--- config.mk ---
export PLATFORM = sky130hd
export DESIGN_NAME = carry_save_adder_4op
export DESIGN_NICKNAME = d
export VERILOG_FILES = /design/src/rtl/carry_save_adder_pkg.sv /design/src/rtl/carry_save_adder_4op_csa.sv /design/src/rtl/carry_save_adder_4op.sv
export SDC_FILE = /design/constraint.sdc
export NUM_CORES = 1
export LEC_CHECK = 0
export BUFFER_PORTS_ARGS = -buffer_cell sky130_fd_sc_hd__buf_2
export CAP_MARGIN = 20
export CELL_PAD_IN_SITES_DETAIL_PLACEMENT = 0
export CELL_PAD_IN_SITES_GLOBAL_PLACEMENT = 1
export CORE_ASPECT_RATIO = 0.8
export CORE_MARGIN = 2
export CORE_UTILIZATION = 33
export DETAILED_ROUTE_END_ITERATION = 12
export GPL_ROUTABILITY_DRIVEN = 0
export PLACE_DENSITY_LB_ADDON = 0.1
export SLEW_MARGIN = 5
export SYNTH_ARGS = -nofsm -noshare
export SYNTH_HDL_FRONTEND = slang
export SYNTH_SLANG_ARGS = --single-unit
--- constraint.sdc ---
create_clock -name clk -period 1.2 [get_ports clk]
set_clock_uncertainty 0.15 [all_clocks]
set_input_delay 0.06 -clock clk [delete_from_list [all_inputs] [get_ports clk]]
set_output_delay 0.06 -clock clk [all_outputs]
set_load 0.01 [all_outputs]
--- src/rtl/carry_save_adder_pkg.sv ---
// rtl/carry_save_adder_pkg.sv - shared widths and latency constants for the four-operand carry-save adder
package carry_save_adder_pkg;

  // Operand width used when the top is instantiated without an override
  localparam int DEFAULT_WIDTH = 4;

  // Exact result width for four operands of DEFAULT_WIDTH bits
  localparam int RES_W = DEFAULT_WIDTH + 2;

  // Result latency in cycles without / with the CSA-to-CPA pipeline register
  localparam int LAT_NOPIPE = 1;
  localparam int LAT_PIPE   = 2;

  // Result width for an arbitrary operand width: four operands add two bits of growth
  function automatic int res_width(input int width);
    return width + 2;
  endfunction

endpackage

--- src/rtl/carry_save_adder_4op_csa.sv ---
// rtl/carry_save_adder_4op_csa.sv - one 3:2 compressor row (bitwise full adders, no carry ripple)
module csa_3to2
  import carry_save_adder_pkg::*;
#(
  parameter int N = DEFAULT_WIDTH
) (
  input  logic [N-1:0] x_i,
  input  logic [N-1:0] y_i,
  input  logic [N-1:0] z_i,
  output logic [N-1:0] sum_o,
  output logic [N-1:0] carry_o
);

  // Each bit position is an independent full adder; carry_o[i] carries weight 2^(i+1)
  always_comb begin
    sum_o   = x_i ^ y_i ^ z_i;
    carry_o = (x_i & y_i) | (x_i & z_i) | (y_i & z_i);
  end

endmodule

--- src/rtl/carry_save_adder_4op.sv ---
// rtl/carry_save_adder_4op.sv - four-operand unsigned adder: two CSA rows, ripple CPA, registered result
// Optional macro CARRY_SAVE_ADDER_PIPE_EN registers the CSA tree output before the CPA (latency 2 instead of 1).
module carry_save_adder_4op
  import carry_save_adder_pkg::*;
#(
  parameter int WIDTH = DEFAULT_WIDTH
) (
  input  logic             clk,
  input  logic             rst_n,
  input  logic             in_valid,
  input  logic [WIDTH-1:0] a,
  input  logic [WIDTH-1:0] b,
  input  logic [WIDTH-1:0] c,
  input  logic [WIDTH-1:0] d,
  output logic [WIDTH:0]   sum,
  output logic             cout,
  output logic             out_valid
);

  localparam int RW = res_width(WIDTH);

  // Stage 1 works at operand width; stage 2 needs one extra bit because k1 is shifted left
  logic [WIDTH-1:0] s1;
  logic [WIDTH-1:0] k1;
  logic [WIDTH:0]   s2;
  logic [WIDTH:0]   k2;

  // CPA operands and the valid bit that travels with them
  logic [RW-1:0]    cpa_x;
  logic [RW-1:0]    cpa_y;
  logic             cpa_valid;
  logic [RW-1:0]    total_d;

  // Result registers
  logic [WIDTH:0]   sum_q;
  logic             cout_q;
  logic             out_valid_q;

  csa_3to2 #(
    .N (WIDTH)
  ) u_csa_stage1 (
    .x_i     (a),
    .y_i     (b),
    .z_i     (c),
    .sum_o   (s1),
    .carry_o (k1)
  );

  csa_3to2 #(
    .N (WIDTH + 1)
  ) u_csa_stage2 (
    .x_i     ({1'b0, s1}),
    .y_i     ({k1, 1'b0}),
    .z_i     ({1'b0, d}),
    .sum_o   (s2),
    .carry_o (k2)
  );

`ifdef CARRY_SAVE_ADDER_PIPE_EN
  logic [WIDTH:0] s2_q;
  logic [WIDTH:0] k2_q;
  logic           pipe_valid_q;

  // Hold the redundant (sum, carry) pair for one cycle so the CPA gets a full cycle of its own
  always_ff @(posedge clk or negedge rst_n) begin
    if (!rst_n) begin
      s2_q         <= '0;
      k2_q         <= '0;
      pipe_valid_q <= 1'b0;
    end else begin
      pipe_valid_q <= in_valid;
      if (in_valid) begin
        s2_q <= s2;
        k2_q <= k2;
      end
    end
  end

  assign cpa_x     = {1'b0, s2_q};
  assign cpa_y     = {k2_q, 1'b0};
  assign cpa_valid = pipe_valid_q;
`else
  assign cpa_x     = {1'b0, s2};
  assign cpa_y     = {k2, 1'b0};
  assign cpa_valid = in_valid;
`endif

  // Carry-propagate adder: the only place a carry crosses bit positions
  always_comb begin
    logic carry;
    carry   = 1'b0;
    total_d = '0;
    for (int i = 0; i < RW; i++) begin
      total_d[i] = cpa_x[i] ^ cpa_y[i] ^ carry;
      carry      = (cpa_x[i] & cpa_y[i]) | (carry & (cpa_x[i] ^ cpa_y[i]));
    end
  end

  // Capture a qualified total; idle cycles keep the last result and drop out_valid
  always_ff @(posedge clk or negedge rst_n) begin
    if (!rst_n) begin
      sum_q       <= '0;
      cout_q      <= 1'b0;
      out_valid_q <= 1'b0;
    end else begin
      out_valid_q <= cpa_valid;
      if (cpa_valid) begin
        sum_q  <= total_d[WIDTH:0];
        cout_q <= total_d[WIDTH+1];
      end
    end
  end

  assign sum       = sum_q;
  assign cout      = cout_q;
  assign out_valid = out_valid_q;

endmodule

Yosys cells after proc, flatten, opt, wreduce, memory -nomap -nowiden

Cells that the tools add are included.

Bitwise logic cells: 32

Operators with widths:

| kind                                         | number |
|---|---|
| 4-bit AND                                    | 4 |
| 5-bit bitwise OR                             | 2 |
| 4-bit bitwise OR                             | 2 |
| 1-bit bitwise XOR                            | 8 |
| 4-bit bitwise XOR                            | 2 |
| 1-bit AND                                    | 7 |
| 4-bit by 5-bit AND with 5-bit output         | 1 |
| 5-bit by 4-bit AND with 5-bit output         | 1 |
| 4-bit by 5-bit bitwise XOR with 5-bit output | 1 |
| 5-bit by 4-bit bitwise XOR with 5-bit output | 1 |
| 1-bit bitwise OR                             | 3 |

Register bits after elaboration: 7
Input port bits: 19
Output and inout port bits: 7
Word-level logic and storage cells: 35

Depth between registers and ports, before layout

Depth after elaboration: 14
Depth in mapped cells: 10
Gate-level depth less buffers: 10

By module

From an unflattened synthesis, not the netlist that was laid out.

Cells, all modules: 33
Area total of the unflattened synthesis: 551.8 sq um

Modules (own cells, without submodules):

| module                   | instances | cells an instance | area each (sq um) | seq. area each (sq um) |
|---|---|---|---|---|
| carry_save_adder_4op     | 1         | 24                | 371.6             | 175.2 |
| csa_3to2 at u_csa_stage2 | 1         | 5                 | 100.1             | 0.0 |
| csa_3to2 at u_csa_stage1 | 1         | 4                 | 80.1              | 0.0 |

Worst setup path before layout

No wires, ideal clock.

Path type: input port to flip-flop
Start point: in a[1]
End point: reg sum_q[4] (netlist: sum[4])
Setup time: 0.079 ns
Arrival: 2.649 ns
Required time: 0.971 ns
Setup slack: -1.678 ns
Stages: 10
Path buffers: 0
Cells stage by stage: fa_1 > inv_1 > fa_1 > inv_1 > ha_1 > fa_1 > fa_1 > inv_1 > fa_1 > mux2i_1

Word-level cells in the longest chain between the ends: 11

Ends and longest elaborated chain:

| element                                                                                 | RTL line                                                       | source |
|---|---|---|
| start: declaration                                                                      | carry_save_adder_4op.sv:11                                     | `input logic [WIDTH-1:0] a,` |
| 4-bit AND / 4-bit bitwise XOR (equally long branches)                                   | carry_save_adder_4op_csa.sv:17, carry_save_adder_4op_csa.sv:16 |  |
| 4-bit bitwise OR / 4-bit bitwise XOR (equally long branches)                            | carry_save_adder_4op_csa.sv:17, carry_save_adder_4op_csa.sv:16 |  |
| 4-bit bitwise OR, or another cell as far along                                          | carry_save_adder_4op_csa.sv:17                                 | `carry_o = (x_i & y_i) \| (x_i & z_i) \| (y_i & z_i);` |
| 4-bit by 5-bit bitwise XOR with 5-bit output / 5-bit bitwise OR (equally long branches) | carry_save_adder_4op_csa.sv:16, carry_save_adder_4op_csa.sv:17 |  |
| 5-bit by 4-bit bitwise XOR with 5-bit output / 5-bit bitwise OR (equally long branches) | carry_save_adder_4op_csa.sv:16, carry_save_adder_4op_csa.sv:17 |  |
| 1-bit bitwise XOR                                                                       | carry_save_adder_4op.sv:95                                     | `carry = (cpa_x[i] & cpa_y[i]) \| (carry & (cpa_x[i] ^ cpa_y[i]));` |
| 1-bit AND                                                                               | carry_save_adder_4op.sv:95                                     |  |
| 1-bit bitwise OR                                                                        | carry_save_adder_4op.sv:95                                     |  |
| 1-bit AND                                                                               | carry_save_adder_4op.sv:95                                     |  |
| 1-bit bitwise OR (*)                                                                    | carry_save_adder_4op.sv:95                                     |  |
| 1-bit bitwise XOR (*)                                                                   | carry_save_adder_4op.sv:94                                     | `total_d[i] = cpa_x[i] ^ cpa_y[i] ^ carry;` |
| end signal: assignment                                                                  | carry_save_adder_4op.sv:108                                    | `sum_q <= total_d[WIDTH:0];` |
| end: declaration                                                                        | carry_save_adder_4op.sv:35                                     | `logic [WIDTH:0] sum_q;` |

Every way passes the cells marked *; elsewhere a longest branch is shown, timed or not.
A chain may end at the register's enable or synchronous reset.

Worst setup path in the final report

Start point: in c[1]
End point: reg sum_q[4] (netlist: sum[4])

Word-level cells in the longest chain between the ends: 11

Ends and longest elaborated chain:

| element                                      | RTL line                       | source |
|---|---|---|
| start: declaration                           | carry_save_adder_4op.sv:13     | `input logic [WIDTH-1:0] c,` |
| 4-bit AND                                    | carry_save_adder_4op_csa.sv:17 |  |
| 4-bit bitwise OR (2 in series)               | carry_save_adder_4op_csa.sv:17 |  |
| 4-bit by 5-bit bitwise XOR with 5-bit output | carry_save_adder_4op_csa.sv:16 | `sum_o = x_i ^ y_i ^ z_i;` |
| 5-bit by 4-bit bitwise XOR with 5-bit output | carry_save_adder_4op_csa.sv:16 |  |
| 1-bit bitwise XOR                            | carry_save_adder_4op.sv:95     |  |
| 1-bit AND                                    | carry_save_adder_4op.sv:95     |  |
| 1-bit bitwise OR                             | carry_save_adder_4op.sv:95     |  |
| 1-bit AND                                    | carry_save_adder_4op.sv:95     |  |
| 1-bit bitwise OR (*)                         | carry_save_adder_4op.sv:95     |  |
| 1-bit bitwise XOR (*)                        | carry_save_adder_4op.sv:94     |  |

Marked as above.

==> results by group <==
Setup path
  – Peak fanout along the critical path: 1
  – Nature of the critical path endpoint: flip-flop
  – Crit path from: c[1]
  – Cell Chain, Critical Path: buf_6 > fa_1 > inv_1 > fa_1 > inv_2 > ha_4 > fa_2 > fa_2 > inv_2 > fa_1 > mux2i_1
  – Crit path buf inv count: 4
  – Family with the most delay on the worst path: adder cells
  – Setup CP Type: input port to flip-flop
  – Worst R2R Start: sum[1]
  – CP most frequent cell: fa_1
  – Critical Path Slowest Stage Cell: fa_1
  – CP peak stage delay: ~0.52 ns
  – CP arrival: 2.69 ns
  – Worst EP required: 1.22 ns
  – Setup crit start kind: input port

CTS
  – H-tree depth: 1
  – Clk_lat worst skew: 0.25 ns
  – CTS max path bufs: 2
  – Clk slew on worst S/H paths: about 0.050 ns
  – CTS Sinks: 7
  – CTS buffer count: 3
  – Root Buffer: clkbuf_4
  – CTS tree: yes

Floorplanning
  – I/O pin cnt: 26
  – Core region area: 1610 sq um
  – Initial cell density of the core: 0.3497
  – Die W: about 50 um
  – Die area: approximately 2100 sq um
  – Die H: 40.95 um
  – Cell Rows: 13

Detailed routing
  – Via count: approximately 380
  – Total wire length: about 870 um
  – Via/cell ratio: slightly below 4
  – Routed Antenna Nets: 0
  – Starting DRC count in detailed routing: 1
  – Detailed Routing Iterations Pass 1: 2
  – Drt drc: 0
  – Avg WL per Cell: between 8 and 9 um

Timing
  – Worst slew pin tran: roughly 0.22 ns
  – Minimum period implied by the final worst setup slack: around 2.7 ns
  – Crit share post-route: 2.227
  – Final hold violation count: 0
  – Fmax: ~0.37 GHz
  – Max transition margin: 0.8560
  – RSZ-0062 raised after global routing: true
  – Fin Setup TNS: -5.277 ns
  – Max-slew violations: 0
  – Final setup vio count: 5
  – Setup ws final: -1.472 ns

Synthesis
  – Synthesis-stage register bit count: 7
  – Post-synthesis cell type count: 7
  – Synth Instances: between 40 and 50
  – Net count after synthesis: 76
  – Synth warn: 0
  – Area of the mapped netlist: between 500 and 600 sq um
  – Syn Area/Cell: about 13 sq um
  – Register area share after synthesis: 0.3111

Finish
  – Proportion of layout cells with a drive suffix above 1: 0.4933
  – Final instance area: around 800 sq um
  – Register area: ~180 sq um
  – Fin nets: approximately 110
  – Multi-input logic area: around 320 sq um
  – Ant diodes: 0
  – Area Growth Syn to Fin: 38.67%
  – FILL cells: ~160

Pwr
  – Peak VDD IR: ~1.1 mV
  – Power Density: ~1400 nW/um^2
  – Leakage: about 0.44 nW

Flow run
  – MaxCap Viol Count: 0

Status
  – Violated checks: setup timing
  – Status: complete, but fails checks

Global routing
  – Gr ovfl total: 0
  – Vias in the first global route: about 330
  – Gr usage total: 0.1023
  – Antenna violations before repair: 0
  – Global-route wire length before repair: roughly 1.4 mm
  – Largest net degree at the start of global routing: 8

Hold path
  – Worst hold path class: input port to flip-flop
  – HP Start: d[0]

Placement
  – I/O Buffers: 25
  – Dpl hpwl: between 700 and 800 um
  – Area after DPL: just over 700 sq um
power breakdown:
part | internal [mW] | switching [mW] | leakage [nW]
sequential | 0.325 | 0.0460 | 0.0819
combinational | 0.274 | 0.229 | 0.342
clock | 0.127 | 0.0857 | 0.0150
final cells by class:
class                           instances  area share
Tap cell                               22     0.03526
Sequential cell                         7      0.2244
Inverter                               19     0.09135
Timing Repair Buffer                   27      0.2019
Clock buffer                            4     0.03365
Multi-Input combinational cell         18      0.4135
layer usage:
layer | vias to the layer above | global-route usage | routed length [um]
li1 | 183 | - | -
met5 | - | 0 | 0
met1 | 183 | 0.1198 | 367
met4 | 0 | 0.06250 | 0
met2 | 17 | 0.1513 | 439
met3 | 0 | 0.05474 | 59
through the flow:
| step | util | total power [mW] | std cells | setup slack [ns] | hold WS (ns) |
|---|---|---|---|---|---|
| floorplan | - | 0.7056 | 45 | -1.600 | -0.3856 |
| detailed placement | 0.4483 | 0.8832 | 91 | -1.802 | -0.2519 |
| finish | 0.4848 | 1.086 | 97 | -1.472 | 0.01777 |
| global placement | 0.4483 | 0.8829 | 91 | -1.782 | -0.2505 |
| CTS | 0.4810 | 1.116 | 97 | -1.518 | 0.002003 |
| global route | 0.4848 | 1.196 | 97 | -1.528 | 0.02831 |
flip-flops by register name, summed over array words and instances, names as in the netlist:
register,cells
cout,1
out_valid,1
sum,5
kinds of logic after synthesis:
kind of cell  after synthesis  synth area share
flops                       7            0.3111
fa+ha+maj                  12            0.4000
mux                         6            0.1422
buf+inv                    20            0.1467
what timing repair did:
| action | CTS | global route |
|---|---|---|
| buffers inserted | 0 | 0 |
| hold buffers | 2 | 0 |
| gates resized for setup | 1 | 1 |
| gates cloned | 0 | 0 |
| pin swaps | 6 | 1 |
| hold endpoints to repair | 8 | 0 |
| setup endpoints to repair | 5 | 6 |
cell usage after synthesis (all sizes together):
master | number | area (sq um)
buf | 1 | 11.26
mux2 | 4 | 60.06
dfrtp | 7 | 175.2
inv | 19 | 71.32
fa | 10 | 200.2
mux2i | 2 | 20.02
ha | 2 | 25.02
cells in the final DEF (no fill, tap or decap), drive strengths merged:
cell,n
buf,25
inv,19
fa,10
dfrtp,7
mux2,4
clkbuf,4
mux2i,2
dlygate4sd3,2
ha,2
path summary, 6_finish.rpt:
path | to | cells past startpoint | slack (ns)
hold / removal | sum[0] | 3 | 0.02
min in group asynchronous | sum[3] | 2 | 0.03
hold reg to reg | sum[3] | 1 | 0.36
setup reg to reg | sum[1] | 1 | 0.29
max in group asynchronous | cout | 2 | 0.70
setup / recovery | sum[4] | 11 | -1.47
worst min-delay path, cell delays in order:
cell	delay [ns]
buf_2	0.08
ha_1	0.12
mux2_4	0.13
Power figures use the tool's default switching activity.
